`src/rtl/jtopl_mmr_q_pkg.sv`:
```
// Shared OPL register-map constants, write-queue entry layout and decode helpers.
package jtopl_mmr_q_pkg;

    // Global register addresses, shared with the OPL3 top level
    localparam logic [7:0] REG_TEST  = 8'h01;
    localparam logic [7:0] REG_CLKA  = 8'h02;
    localparam logic [7:0] REG_CLKB  = 8'h03;
    localparam logic [7:0] REG_TIMER = 8'h04;
    localparam logic [7:0] REG_CSM   = 8'h08;
    localparam logic [7:0] REG_BD    = 8'hBD;
    localparam logic [7:0] REG_4OP   = 8'h04;
    localparam logic [7:0] REG_NEW   = 8'h05;

    // One queued CPU data write, captured together with the index in force at push time
    typedef struct packed {
        logic       bank;
        logic [7:0] rg;
        logic [7:0] data;
    } wrq_entry_t;

    // Which update strobe a decoded entry raises
    typedef enum logic [2:0] {
        UP_NONE,
        UP_MULT,
        UP_KSL_TL,
        UP_AR_DR,
        UP_SL_RR,
        UP_WAV,
        UP_FNUM,
        UP_FBCON
    } up_kind_e;

    // Slot register family from the top three address bits
    function automatic up_kind_e slot_kind(input logic [2:0] hi);
        case (hi)
            3'd1:    return UP_MULT;
            3'd2:    return UP_KSL_TL;
            3'd3:    return UP_AR_DR;
            3'd4:    return UP_SL_RR;
            3'd7:    return UP_WAV;
            default: return UP_NONE;
        endcase
    endfunction

    // Slot registers: 0x20-0x95 and 0xE0-0xF5 with a valid subslot and group
    function automatic logic is_slot_reg(input logic [7:0] rg);
        return (rg[2:0] <= 3'd5) && (rg[4:3] != 2'd3) && (slot_kind(rg[7:5]) != UP_NONE);
    endfunction

    // Channel registers: 0xA0-0xA8, 0xB0-0xB8, 0xC0-0xC8
    function automatic logic is_chan_reg(input logic [7:0] rg);
        return (rg[3:0] <= 4'd8) && (rg[7:4] >= 4'hA) && (rg[7:4] <= 4'hC);
    endfunction

    // Channel number divided by three
    function automatic logic [1:0] chan_group(input logic [3:0] ch);
        if (ch < 4'd3)      return 2'd0;
        else if (ch < 4'd6) return 2'd1;
        else                return 2'd2;
    endfunction

    // Subslot that carries the channel settings within its group
    function automatic logic [2:0] chan_sub(input logic [3:0] ch);
        if (ch < 4'd6) return ch[2:0];
        else           return {1'b0, ~&ch[2:1], ch[0]};
    endfunction

endpackage

```
`src/rtl/jtopl_mmr_q_if.sv`:
```
// CPU-side bus of the register front end: data, strobe, address and queue-full flag.
interface jtopl_mmr_q_if;
    logic [7:0] din;
    logic       write;
    logic [1:0] addr;
    logic       busy;

    modport master (output din, output write, output addr, input busy);
    modport slave  (input din, input write, input addr, output busy);
endinterface

```
`src/rtl/jtopl_div.sv`:
```
// Operator tick generator: one cenop for every DIV chip clock enables.
module jtopl_div #(
    parameter int DIV = 4
) (
    input  logic clk,
    input  logic rst,
    input  logic cen,
    output logic cenop
);
    localparam int CW = (DIV > 1) ? $clog2(DIV) : 1;
    localparam logic [CW-1:0] LAST = CW'(DIV - 1);
    localparam logic [CW-1:0] ONE  = CW'(1);

    logic [CW-1:0] cnt;

    // Count chip enables, wrapping after DIV of them
    always_ff @(posedge clk) begin
        if (rst) begin
            cnt <= '0;
        end else if (cen) begin
            cnt <= (cnt == LAST) ? '0 : cnt + ONE;
        end
    end

    assign cenop = cen && (cnt == '0);
endmodule

```
`src/rtl/jtopl_wrq.sv`:
```
// Small synchronous FIFO holding CPU data writes until the next operator tick.
module jtopl_wrq #(
    parameter int QDEPTH = 4,
    parameter int W      = 17
) (
    input  logic         clk,
    input  logic         rst,
    input  logic         push,
    input  logic         pop,
    input  logic [W-1:0] din,
    output logic [W-1:0] dout,
    output logic         full,
    output logic         empty
);
    localparam int AW = $clog2(QDEPTH);
    localparam logic [AW-1:0] PTR_ONE = AW'(1);
    localparam logic [AW:0]   CNT_ONE = (AW+1)'(1);
    localparam logic [AW:0]   CNT_MAX = (AW+1)'(QDEPTH);

    logic [W-1:0]  mem [QDEPTH];
    logic [AW-1:0] wr_ptr;
    logic [AW-1:0] rd_ptr;
    logic [AW:0]   count;
    logic          do_push;
    logic          do_pop;

    assign empty   = (count == '0);
    assign full    = (count == CNT_MAX);
    assign do_pop  = pop && !empty;
    assign do_push = push && (!full || do_pop);
    assign dout    = mem[rd_ptr];

    // Pointer and occupancy bookkeeping; a push into a full queue rides on a same-cycle pop
    always_ff @(posedge clk) begin
        if (rst) begin
            wr_ptr <= '0;
            rd_ptr <= '0;
            count  <= '0;
        end else begin
            if (do_push) wr_ptr <= wr_ptr + PTR_ONE;
            if (do_pop)  rd_ptr <= rd_ptr + PTR_ONE;
            case ({do_push, do_pop})
                2'b10:   count <= count + CNT_ONE;
                2'b01:   count <= count - CNT_ONE;
                default: count <= count;
            endcase
        end
    end

    // Entry storage; contents are don't-care until pushed
    always_ff @(posedge clk) begin
        if (do_push) mem[wr_ptr] <= din;
    end
endmodule

```
`src/rtl/jtopl_mmr_q.sv`:
```
// OPL2/OPL3 memory-mapped register front end: queued CPU writes decoded once per operator tick.
module jtopl_mmr_q
    import jtopl_mmr_q_pkg::*;
#(
    parameter int BANKS  = 1,
    parameter int QDEPTH = 4
) (
    input  logic            clk,
    input  logic            rst,
    input  logic            cen,
    output logic            cenop,
    jtopl_mmr_q_if.slave    bus,
    output logic            sel_bank,
    output logic [1:0]      sel_group,
    output logic [2:0]      sel_sub,
    output logic [7:0]      data_out,
    output logic [7:0]      latch_fnum,
    output logic            up_mult,
    output logic            up_ksl_tl,
    output logic            up_ar_dr,
    output logic            up_sl_rr,
    output logic            up_wav,
    output logic            up_fnum,
    output logic            up_fbcon,
    output logic [7:0]      value_A,
    output logic [7:0]      value_B,
    output logic            load_A,
    output logic            load_B,
    output logic            flagen_A,
    output logic            flagen_B,
    output logic            clr_flag_A,
    output logic            clr_flag_B,
    output logic            am_dep,
    output logic            vib_dep,
    output logic            wav_en,
    output logic            csm,
    output logic            note_sel,
    output logic            opl3_en,
    output logic [5:0]      con4op
);
    logic [7:0]      selreg;
    logic            selbank;
    wrq_entry_t      push_entry;
    wrq_entry_t      pop_entry;
    logic            q_push;
    logic            q_pop;
    logic            q_full;
    logic            q_empty;
    logic [1:0][7:0] latch;
    logic            discard;
    up_kind_e        kind;

    jtopl_div u_div (
        .clk   (clk),
        .rst   (rst),
        .cen   (cen),
        .cenop (cenop)
    );

    assign q_push     = bus.write && bus.addr[0];
    assign q_pop      = cenop;
    assign push_entry = '{bank: selbank, rg: selreg, data: bus.din};
    assign bus.busy   = q_full;

    jtopl_wrq #(
        .QDEPTH (QDEPTH),
        .W      ($bits(wrq_entry_t))
    ) u_wrq (
        .clk   (clk),
        .rst   (rst),
        .push  (q_push),
        .pop   (q_pop),
        .din   (push_entry),
        .dout  (pop_entry),
        .full  (q_full),
        .empty (q_empty)
    );

    // Index port: register and bank selection take effect at once, outside the queue
    always_ff @(posedge clk) begin
        if (rst) begin
            selreg  <= '0;
            selbank <= 1'b0;
        end else if (bus.write && !bus.addr[0]) begin
            selreg  <= bus.din;
            selbank <= bus.addr[1] && (BANKS == 2);
        end
    end

    // Classify the entry at the head of the queue
    always_comb begin
        discard = pop_entry.bank && !opl3_en &&
                  (pop_entry.rg != REG_4OP) && (pop_entry.rg != REG_NEW);
        kind = UP_NONE;
        if (is_slot_reg(pop_entry.rg)) begin
            kind = slot_kind(pop_entry.rg[7:5]);
        end else if (is_chan_reg(pop_entry.rg)) begin
            if (pop_entry.rg[7:4] == 4'hB)      kind = UP_FNUM;
            else if (pop_entry.rg[7:4] == 4'hC) kind = UP_FBCON;
        end
    end

    // Decode one entry per operator tick; strobes last exactly one tick
    always_ff @(posedge clk) begin
        if (rst) begin
            sel_bank   <= 1'b0;
            sel_group  <= '0;
            sel_sub    <= '0;
            data_out   <= '0;
            latch_fnum <= '0;
            latch      <= '0;
            up_mult    <= 1'b0;
            up_ksl_tl  <= 1'b0;
            up_ar_dr   <= 1'b0;
            up_sl_rr   <= 1'b0;
            up_wav     <= 1'b0;
            up_fnum    <= 1'b0;
            up_fbcon   <= 1'b0;
            value_A    <= '0;
            value_B    <= '0;
            load_A     <= 1'b0;
            load_B     <= 1'b0;
            flagen_A   <= 1'b1;
            flagen_B   <= 1'b1;
            clr_flag_A <= 1'b0;
            clr_flag_B <= 1'b0;
            am_dep     <= 1'b0;
            vib_dep    <= 1'b0;
            wav_en     <= 1'b0;
            csm        <= 1'b0;
            note_sel   <= 1'b0;
            opl3_en    <= 1'b0;
            con4op     <= '0;
        end else if (cenop) begin
            up_mult    <= 1'b0;
            up_ksl_tl  <= 1'b0;
            up_ar_dr   <= 1'b0;
            up_sl_rr   <= 1'b0;
            up_wav     <= 1'b0;
            up_fnum    <= 1'b0;
            up_fbcon   <= 1'b0;
            clr_flag_A <= 1'b0;
            clr_flag_B <= 1'b0;
            if (!q_empty && !discard) begin
                sel_bank <= pop_entry.bank;
                data_out <= pop_entry.data;
                if (!pop_entry.bank) begin
                    case (pop_entry.rg)
                        REG_TEST: wav_en  <= pop_entry.data[5];
                        REG_CLKA: value_A <= pop_entry.data;
                        REG_CLKB: value_B <= pop_entry.data;
                        REG_TIMER: begin
                            if (pop_entry.data[7]) begin
                                clr_flag_A <= 1'b1;
                                clr_flag_B <= 1'b1;
                            end else begin
                                flagen_A <= ~pop_entry.data[6];
                                flagen_B <= ~pop_entry.data[5];
                                load_A   <= pop_entry.data[0];
                                load_B   <= pop_entry.data[1];
                            end
                        end
                        REG_CSM: begin
                            csm      <= pop_entry.data[7];
                            note_sel <= pop_entry.data[6];
                        end
                        REG_BD: begin
                            am_dep  <= pop_entry.data[7];
                            vib_dep <= pop_entry.data[6];
                        end
                        default: ;
                    endcase
                end else if (BANKS == 2) begin
                    case (pop_entry.rg)
                        REG_4OP: con4op  <= pop_entry.data[5:0];
                        REG_NEW: opl3_en <= pop_entry.data[0];
                        default: ;
                    endcase
                end
                if (is_slot_reg(pop_entry.rg)) begin
                    sel_group <= pop_entry.rg[4:3];
                    sel_sub   <= pop_entry.rg[2:0];
                end else if (is_chan_reg(pop_entry.rg)) begin
                    sel_group <= chan_group(pop_entry.rg[3:0]);
                    sel_sub   <= chan_sub(pop_entry.rg[3:0]);
                    if (pop_entry.rg[7:4] == 4'hA) latch[pop_entry.bank] <= pop_entry.data;
                    if (pop_entry.rg[7:4] == 4'hB) latch_fnum <= latch[pop_entry.bank];
                end
                case (kind)
                    UP_MULT:   up_mult   <= 1'b1;
                    UP_KSL_TL: up_ksl_tl <= 1'b1;
                    UP_AR_DR:  up_ar_dr  <= 1'b1;
                    UP_SL_RR:  up_sl_rr  <= 1'b1;
                    UP_WAV:    up_wav    <= 1'b1;
                    UP_FNUM:   up_fnum   <= 1'b1;
                    UP_FBCON:  up_fbcon  <= 1'b1;
                    default: ;
                endcase
            end
        end
    end
endmodule

```
`src/flat_wrapper.sv`:
```
// flat-port wrapper written by rule: the top's interface ports become plain ports
module jtopl_mmr_q_flat import jtopl_mmr_q_pkg::*;
#(
    parameter int BANKS  = 1,
    parameter int QDEPTH = 4
)
  (clk, rst, cen, cenop, sel_bank, sel_group, sel_sub, data_out, latch_fnum, up_mult, up_ksl_tl, up_ar_dr, up_sl_rr, up_wav, up_fnum, up_fbcon, value_A, value_B, load_A, load_B, flagen_A, flagen_B, clr_flag_A, clr_flag_B, am_dep, vib_dep, wav_en, csm, note_sel, opl3_en, con4op, bus_din, bus_write, bus_addr, bus_busy);
  jtopl_mmr_q_if bus_i ();
  input  logic clk;
  input  logic rst;
  input  logic cen;
  output logic cenop;
  output logic sel_bank;
  output logic [1:0] sel_group;
  output logic [2:0] sel_sub;
  output logic [7:0] data_out;
  output logic [7:0] latch_fnum;
  output logic up_mult;
  output logic up_ksl_tl;
  output logic up_ar_dr;
  output logic up_sl_rr;
  output logic up_wav;
  output logic up_fnum;
  output logic up_fbcon;
  output logic [7:0] value_A;
  output logic [7:0] value_B;
  output logic load_A;
  output logic load_B;
  output logic flagen_A;
  output logic flagen_B;
  output logic clr_flag_A;
  output logic clr_flag_B;
  output logic am_dep;
  output logic vib_dep;
  output logic wav_en;
  output logic csm;
  output logic note_sel;
  output logic opl3_en;
  output logic [5:0] con4op;
  input wire logic [$bits(bus_i.din)-1:0] bus_din;
  input wire logic [$bits(bus_i.write)-1:0] bus_write;
  input wire logic [$bits(bus_i.addr)-1:0] bus_addr;
  output wire logic [$bits(bus_i.busy)-1:0] bus_busy;
  assign bus_i.din = bus_din;
  assign bus_i.write = bus_write;
  assign bus_i.addr = bus_addr;
  assign bus_busy = bus_i.busy;
  jtopl_mmr_q #(.BANKS(BANKS), .QDEPTH(QDEPTH)) u_core (.clk(clk), .rst(rst), .cen(cen), .cenop(cenop), .bus(bus_i), .sel_bank(sel_bank), .sel_group(sel_group), .sel_sub(sel_sub), .data_out(data_out), .latch_fnum(latch_fnum), .up_mult(up_mult), .up_ksl_tl(up_ksl_tl), .up_ar_dr(up_ar_dr), .up_sl_rr(up_sl_rr), .up_wav(up_wav), .up_fnum(up_fnum), .up_fbcon(up_fbcon), .value_A(value_A), .value_B(value_B), .load_A(load_A), .load_B(load_B), .flagen_A(flagen_A), .flagen_B(flagen_B), .clr_flag_A(clr_flag_A), .clr_flag_B(clr_flag_B), .am_dep(am_dep), .vib_dep(vib_dep), .wav_en(wav_en), .csm(csm), .note_sel(note_sel), .opl3_en(opl3_en), .con4op(con4op));
endmodule
```
`config.mk`:
```
export PLATFORM = sky130hd
export DESIGN_NAME = jtopl_mmr_q_flat
export DESIGN_NICKNAME = d
export VERILOG_FILES = /design/src/rtl/jtopl_mmr_q_pkg.sv /design/src/rtl/jtopl_mmr_q_if.sv /design/src/rtl/jtopl_div.sv /design/src/rtl/jtopl_wrq.sv /design/src/rtl/jtopl_mmr_q.sv /design/src/flat_wrapper.sv
export SDC_FILE = /design/constraint.sdc
export NUM_CORES = 1
export LEC_CHECK = 0
export CAP_MARGIN = 5
export CELL_PAD_IN_SITES_DETAIL_PLACEMENT = 1
export CELL_PAD_IN_SITES_GLOBAL_PLACEMENT = 1
export CORE_MARGIN = 10
export CORE_UTILIZATION = 51
export CTS_CLUSTER_DIAMETER = 120
export DETAILED_ROUTE_END_ITERATION = 6
export DONT_BUFFER_PORTS = 1
export PLACE_DENSITY = 0.89
export SKIP_LAST_GASP = 1
export SLEW_MARGIN = 20
export SYNTH_ARGS = -nofsm -noshare
export SYNTH_HDL_FRONTEND = slang
export SYNTH_SLANG_ARGS = --single-unit
export TNS_END_PERCENT = 30
```
`constraint.sdc`:
```
create_clock -name clk -period 3.1 [get_ports clk]
set_input_delay 0.465 -clock clk [delete_from_list [all_inputs] [get_ports clk]]
set_output_delay 0.465 -clock clk [all_outputs]
set_load 0.005 [all_outputs]
```
==> impl_results.md, run 1 <==
- Normalized max-slew margin: 0.356
- Crit path largest cell delay: ~0.84 ns
- Die span in x: ~130 µm
- Min Hold Slack: about 0.11 ns
- Startpoint Class: register
- Layout Skew: between 0.007 and 0.008 ns
- Reg2reg end: u_core.value_B[1]
- Placeable Area: 10,900 µm²
- Worst path depth: 9
- Vias in the first global route: between 3,000 and 4,000
- Final Non-Filler Cells: between 600 and 700
- Worst Path Max Fanout: 8
- Hold Crit Class: in2reg
- Final wirelength: around 15 mm
- Syn avg cell area: ~13 µm²
- First-pass GRT wire length: 23.4 mm
- CP bufs+invs: 3
- Post-synthesis adder-cell area fraction: 0.0166
- Mux cell area share after synthesis: 0.159
- First drt pass iteration count: 4
- N_diodes: 0
- Status: finished clean
- FF-to-FF setup slack: about 0.44 ns
- Die height: approximately 130 µm
- Area growth syn-to-layout: 12.9%
- Synth area leaders: edfxtp_1 (33%), dfxtp_1 (28%), mux2i_1 (9.4%)
- Filler cells: around 1,100
- Number of enable flip-flop cells after synthesis: 64
- Share of the synthesized area in the top cell type: 0.335
- Clock Latency Late Sink: about 0.42 ns
- Clk slew on worst S/H paths: 0.06 ns
- Initial antenna violation count: 0
- Routability cong.: roughly 0.84
- Die area: between 15,000 and 20,000 µm²
- IO Pins: 79
- Post-Syn Area: between 5000 and 6000 µm²
- Core Util, Final: 0.593
- Async SR Flop Fraction: 0
- Logic gate share of total power: 0.130
- RSZ-0062 raised after global routing: false
- Drt via density: roughly 5.8
- CP required: between 3 and 4 ns
- Area leader, netlist: edfxtp_1
- CTS H-tree depth: 4
- WS Path Type: reg2reg
- Largest family of logic cells by synthesized area: multiplexers
- R2R depth: 9
- Crit-path most repeated cell: buf_4
- CP max stage cell: o311ai_1
- CP startpoint: u_core.u_wrq.count[1]
- Routed len/inst: between 20 and 25 µm
- Max VDD drop: 0.583 mV
- Setup crit end kind: register
- GR Overflow Total: 0
- CTS root buf: clkbuf_16
- Row Count: 38
- CTS Hold Bufs: 0
- Post-Synth XOR/XNOR Area: 0.00915
- Fmax: roughly 380 MHz
- R2R Path Start: u_core.u_wrq.count[1]
- Min cycle time layout: about 2.7 ns
- Yosys warning count: 0
- Clock buffer depth: 2
- # DRC: 0
- Clock sink count: around 150
- CP arrival: 2.97 ns
- PostCTS Resize Cnt: 0
- Flop pwr share: 0.448
- Fin. Hold Viols: 0
- DP Cell Count: between 500 and 600
- Post-synth cell types: 48
- Switching Fraction: 0.261
- Post-synthesis compound-gate area fraction: 0.0508
- Worst Setup EP: u_core.value_B[1]
- CP delay by family, top: compound AO/OA/AOI/OAI gates
- Final setup viols: 0
- Internal power: ~0.0035 W
- #FFs+latches synth: between 100 and 150
- Synth Flop Type: dfxtp_1
- Setup TNS: 0 ns
- Buffers added on ports: 0
- Antenna Nets Post-Route: 0
- Maxcap violations: 0
- Crit-path cells: o311ai_1 -> buf_4 -> nor2_1 -> buf_4 -> and4_1 -> nand3b_1 -> buf_4 -> mux2i_1 -> nor2_1
- Via count: 3,613
- Period utilisation layout: 0.857
- Count of final max-slew check failures: 0
- Post-CTS setup buffers: 0
- Dpl hpwl: about 9.7 mm
- Worst-margin pin slew: around 0.95 ns
- Clock group share of total power: 0.421
- Post-synthesis simple-gate area fraction: 0.110
- Pre-CTS setup slack: between 0.5 and 0.6 ns
- Leak pwr: around 2.4 nW
- Layout cells sized above 1: 0.146
- NetSw: ~0.0012 W
- Worst setup margin: 0.444 ns
- Largest net degree at the start of global routing: 81
- PD cells: between 700 and 800 nW/µm²
- Gr usage total: 0.192
- Clock buffer count from CTS: 17
- CTS tree: yes
- Synthesized instance count: roughly 450
- Share of the yosys chip area belonging to registers: 0.617
- Initial Util: 0.525
- Initial DRC count: approximately 280
- Final Net Count: 488
stage by stage:
stage          area [µm²]  power [W]
2_1_floorplan        5770    0.00260
3_3_place_gp         5900    0.00271
3_5_place_dp         5900    0.00276
4_1_cts              6480    0.00476
5_1_grt              6480    0.00490
6_report             6480    0.00473
flip-flops by register name, summed over array words and instances (netlist names), 3 cells and up, named ones only:
signal              count
u_core.u_wrq.mem       64
u_core.data_out         8
u_core.latch            8
u_core.latch_fnum       8
u_core.selreg           8
u_core.value_A          8
u_core.value_B          8
u_core.sel_sub          3
u_core.u_wrq.count      3
routing by layer:
layer  wire [µm]  vias to the layer above  track usage
li1            -                     1624            -
met1        5620                     1850        0.206
met2        7890                      108        0.335
met3        1040                       31       0.0730
met4         335                        0       0.0743
met5           0                        -            0
power groups by stage:
stage / combinational (W) / clock, W / sequential [W]
after floorplan: 0.000456 / 0 / 0.00214
after global placement: 0.000561 / 0 / 0.00215
after detailed placement: 0.000597 / 0 / 0.00216
after CTS: 0.000615 / 0.00203 / 0.00212
after global routing: 0.000672 / 0.00210 / 0.00213
final: 0.000618 / 0.00199 / 0.00212
synth_stat cells, drive strengths merged (3+ instances only):
library cell	n
and2	5
buf	17
nand2	28
o21ai	7
a211oi	3
inv	11
nor2b	4
nand3b	3
nor3	6
mux2i	54
xnor2	4
clkbuf	13
dfxtp	81
edfxtp	64
nor2	78
nand3	5
ha	6
a21oi	19
nand2b	4
mux4	16
kinds of logic after synthesis:
family	after synthesis
xor gates and xnor gates	6
AOI/OAI and AO/OA	44
and+or+nand+nor	139
adders and majority gates	7
DFF	145
other	1
buffers and inverters	41
muxes	71
cells in the final DEF (no fill, tap or decap), drive strengths merged, types with 4 or more instances in the layout:
cell,count
dfxtp,81
nor2,78
edfxtp,64
mux2i,54
nand2,28
a21oi,19
clkbuf,19
buf,17
mux4,16
inv,11
conb,8
o21ai,7
ha,6
nor3,6
clkinv,6
and2,5
nand3,5
clkinvlp,5
xnor2,4
nand2b,4
nor2b,4
how the worst min path moves through the flow:
stage | slack, ns | depth (start not counted) | start | endpoint
final | 0.11 | 1 | rst | u_core.data_out[0]
after global routing | 0.09 | 1 | rst | u_core.data_out[1]
after CTS | 0.10 | 1 | rst | u_core.data_out[0]
after detailed placement | 0.47 | 2 | u_core.data_out[1] | u_core.data_out[1]
after global placement | 0.46 | 2 | u_core.data_out[1] | u_core.data_out[1]
after floorplan | 0.45 | 2 | u_core.sel_sub[2] | u_core.sel_sub[2]
worst register-to-register path: cells and delay by family (launching register included):
kind,cells,cell delay (ns)
buffers and inverters,3,0.67
AND/OR/NAND/NOR,4,0.44
AO/OA/AOI/OAI,1,0.84
multiplexers,1,0.26
flip-flops,1,0.35
final cells by class:
class                   instances  area (µm²)  share of cell area
multi-input cells             275        2010               0.310
well taps                     140         175              0.0270
inverters                      11        41.3             0.00637
flip-flops and latches        145        3540               0.547
clock inverters                13         139              0.0214
clock buffers                  19         443              0.0683
repair buffers                 17         128              0.0197
No activity file was read; power rests on OpenSTA's default activity.
==> inputs of run 2 (changes only) <==
--- a/config.mk
+++ b/config.mk
@@ -9,11 +9,11 @@
 export CELL_PAD_IN_SITES_DETAIL_PLACEMENT = 1
 export CELL_PAD_IN_SITES_GLOBAL_PLACEMENT = 1
 export CORE_MARGIN = 10
-export CORE_UTILIZATION = 51
+export CORE_UTILIZATION = 55
 export CTS_CLUSTER_DIAMETER = 120
 export DETAILED_ROUTE_END_ITERATION = 6
 export DONT_BUFFER_PORTS = 1
-export PLACE_DENSITY = 0.89
+export PLACE_DENSITY = 0.94
 export SKIP_LAST_GASP = 1
 export SLEW_MARGIN = 20
 export SYNTH_ARGS = -nofsm -noshare
==> constraint.sdc (replaced) <==
create_clock -name clk -period 3.2 [get_ports clk]
set_input_delay 0.48 -clock clk [delete_from_list [all_inputs] [get_ports clk]]
set_output_delay 0.48 -clock clk [all_outputs]
set_load 0.02 [all_outputs]
==> run 2 against run 1 <==
Compared with the run above:
- core utilization is 4.2 points higher
- final area grew 0.17%
- total power shrank 1.1%
- clock skew rose by 0.0041 ns
- worst hold slack worse by 0.082 ns
- sequential power shrank 2%
- first-iteration DRC count up 15%
- largest cell class unchanged
- register-to-register slack worse by 0.33 ns
- sequential cell count did not move
==> impl_results.md, run 2 (synthesized netlist as in run 1, its figures left out) <==
- Status: finished clean (unchanged)
- Core Util, Final: 0.635 (was 0.593)
- CTS root buf: clkbuf_8 (was clkbuf_16)
- Vias in the first global route: 4,075 (was 3,977)
- Via count: 3,636 (was 3,613)
- Count of final max-slew check failures: 0 (unchanged)
- Gr usage total: 0.213 (was 0.192)
- Clock sink count: 145 (unchanged)
- Row Count: 37 (was 38)
- Commonest non-fill, non-tap cells in the layout: dfxtp_1 (81), nor2_1 (77), edfxtp_1 (64) (unchanged)
- Clock buffer depth: 2 (unchanged)
- CP arrival: 3.49 ns (was 2.97 ns)
- Min cycle time layout: 3.08 ns (was 2.66 ns)
- R2R depth: 6 (was 9)
- First-pass GRT wire length: 24.0 mm (was 23.4 mm)
- GR Overflow Total: 0 (unchanged)
- IO Pins: 79 (unchanged)
- Routed len/inst: 25.4 µm (was 24.0 µm)
- Fin area: 6490 µm² (was 6480 µm²)
- GR peak layer: met2 (unchanged)
- Total Power: 0.00468 W (was 0.00473 W)
- PD cells: 721 nW/µm² (was 730 nW/µm²)
- DP Area: 5870 µm² (was 5900 µm²)
- Dpl hpwl: 9.40 mm (was 9.73 mm)
- Met1 Use GR: 0.231 (was 0.206)
- Clock buffer count from CTS: 17 (unchanged)
- Worst-margin pin slew: 0.734 ns (was 0.951 ns)
- Startpoint Class: register (unchanged)
- Maxcap violations: 0 (unchanged)
- Most common cell after layout, fill and taps aside: dfxtp_1 (unchanged)
- Final Non-Filler Cells: 615 (was 620)
- Post-CTS setup buffers: 0 (unchanged)
- Final setup viols: 0 (unchanged)
- Placeable Area: 10,200 µm² (was 10,900 µm²)
- FF-to-FF setup slack: 0.12 ns (was 0.44 ns)
- RSZ-0062 raised after global routing: false (unchanged)
- Die area: 14,900 µm² (was 15,900 µm²)
- Met3 Use GR: 0.0509 (was 0.0730)
- # DRC: 0 (unchanged)
- Normalized max-slew margin: 0.511 (was 0.356)
- Fin. Hold Viols: 0 (unchanged)
- Die height: 122 µm (was 126 µm)
- WS Path Type: reg2reg (unchanged)
- Leak pwr: 2.42 nW (was 2.41 nW)
- Routability cong.: 0.836 (was 0.840)
- Setup TNS: 0 ns (unchanged)
- Initial DRC count: 328 (was 284)
- First drt pass iteration count: 4 (unchanged)
- Initial Util: 0.561 (was 0.525)
- Area growth syn-to-layout: 13.1% (was 12.9%)
- Setup crit end kind: register (unchanged)
- Die span in x: 122 µm (was 126 µm)
- N_diodes: 0 (unchanged)
- Hold Crit Class: in2reg (unchanged)
- CP required: 3.61 ns (was 3.41 ns)
- DP Cell Count: 580 (was 588)
- Met2 Use GR: 0.389 (was 0.335)
- Worst Path Max Fanout: 12 (was 8)
- Final wirelength: 15.6 mm (was 14.9 mm)
- CTS tree: yes (unchanged)
- Final Net Count: 487 (was 488)
- CTS H-tree depth: 4 (unchanged)
- CTS Hold Bufs: 0 (unchanged)
- Fmax: 324 MHz (was 377 MHz)
- Initial antenna violation count: 0 (unchanged)
- Hold depth: 1 (unchanged)
- Reg with most FFs: u_core.u_wrq.mem (unchanged)
- PostCTS Resize Cnt: 0 (unchanged)
- Max VDD drop: 0.480 mV (was 0.583 mV)
- Clock Latency Late Sink: 0.53 ns (was 0.42 ns)
- Layout cells sized above 1: 0.142 (was 0.146)
- End of the worst hold path: u_core.data_out[0] (unchanged)
- Buffers added on ports: 0 (unchanged)
- Reg2reg end: u_core.value_B[4] (was u_core.value_B[1])
- Layout Skew: 0.0112 ns (was 0.00708 ns)
- Period utilisation layout: 0.964 (was 0.857)
- Drt via density: 5.91 (was 5.83)
- Largest net degree at the start of global routing: 81 (unchanged)
- Max reg flops: 64 (unchanged)
- Clk slew on worst S/H paths: 0.07 ns (was 0.06 ns)
- Antenna Nets Post-Route: 0 (unchanged)
- Startpoint of the worst hold path: rst (unchanged)
[run 2: cell count changes in the layout (fill, tap and decap cells not counted)]
| cell | change |
|---|---|
| clkbuf_16 | -1 |
| o311ai_1 | -1 |
| buf_4 | -4 |
| clkinv_8 | +1 |
| inv_6 | +4 |
| inv_8 | +3 |
| clkinvlp_4 | -4 |
| dlygate4sd3_1 | +3 |
| clkinv_4 | -2 |
| clkbuf_1 | -1 |
| o311ai_2 | +1 |
[run 2: where the power goes]
| group | switching, W | internal, W | total (W) |
|---|---|---|---|
| clock network | 0.000863 | 0.00114 | 0.00200 |
| registers | 0.0000762 | 0.00200 | 0.00208 |
| logic | 0.000383 | 0.000219 | 0.000602 |
[run 2: worst max-delay path, stage by stage (launching register included)]
cell,delay (ns)
dfxtp_1,0.72
mux4_2,0.55
nor2_1,0.44
and4_1,0.35
nand3b_1,0.41
mux2i_1,0.38
nor2_1,0.11
[run 2: layer usage]
metal,up-vias,wire (µm)
met4,0,405
met2,116,8580
met3,29,930
li1,1618,-
met5,-,0
met1,1873,5720
[run 2: per-stage QoR]
stage                     worst slack [ns]  hold WS, ns
after global routing                0.0538      0.00332
after CTS                            0.121       0.0103
after detailed placement             0.380        0.481
after floorplan                      0.788        0.459
final                                0.116       0.0249
after global placement               0.489        0.468
[run 2: worst max path at each step]
stage,startpoint,end
after floorplan,register,u_core.latch[7]
after global placement,register,u_core.value_B[6]
after detailed placement,register,u_core.load_B
after CTS,register,u_core.value_B[4]
after global routing,register,u_core.load_B
final,register,u_core.value_B[4]
[run 2: cell type report]
class                           count  area [µm²]
Sequential cell                   145        3540
Tap cell                          136         170
Fill cell                         983        3740
Clock buffer                       17         414
Clock inverter                     15         176
Timing Repair Buffer               16         128
Multi-Input combinational cell    275        2020
Inverter                           11        41.3
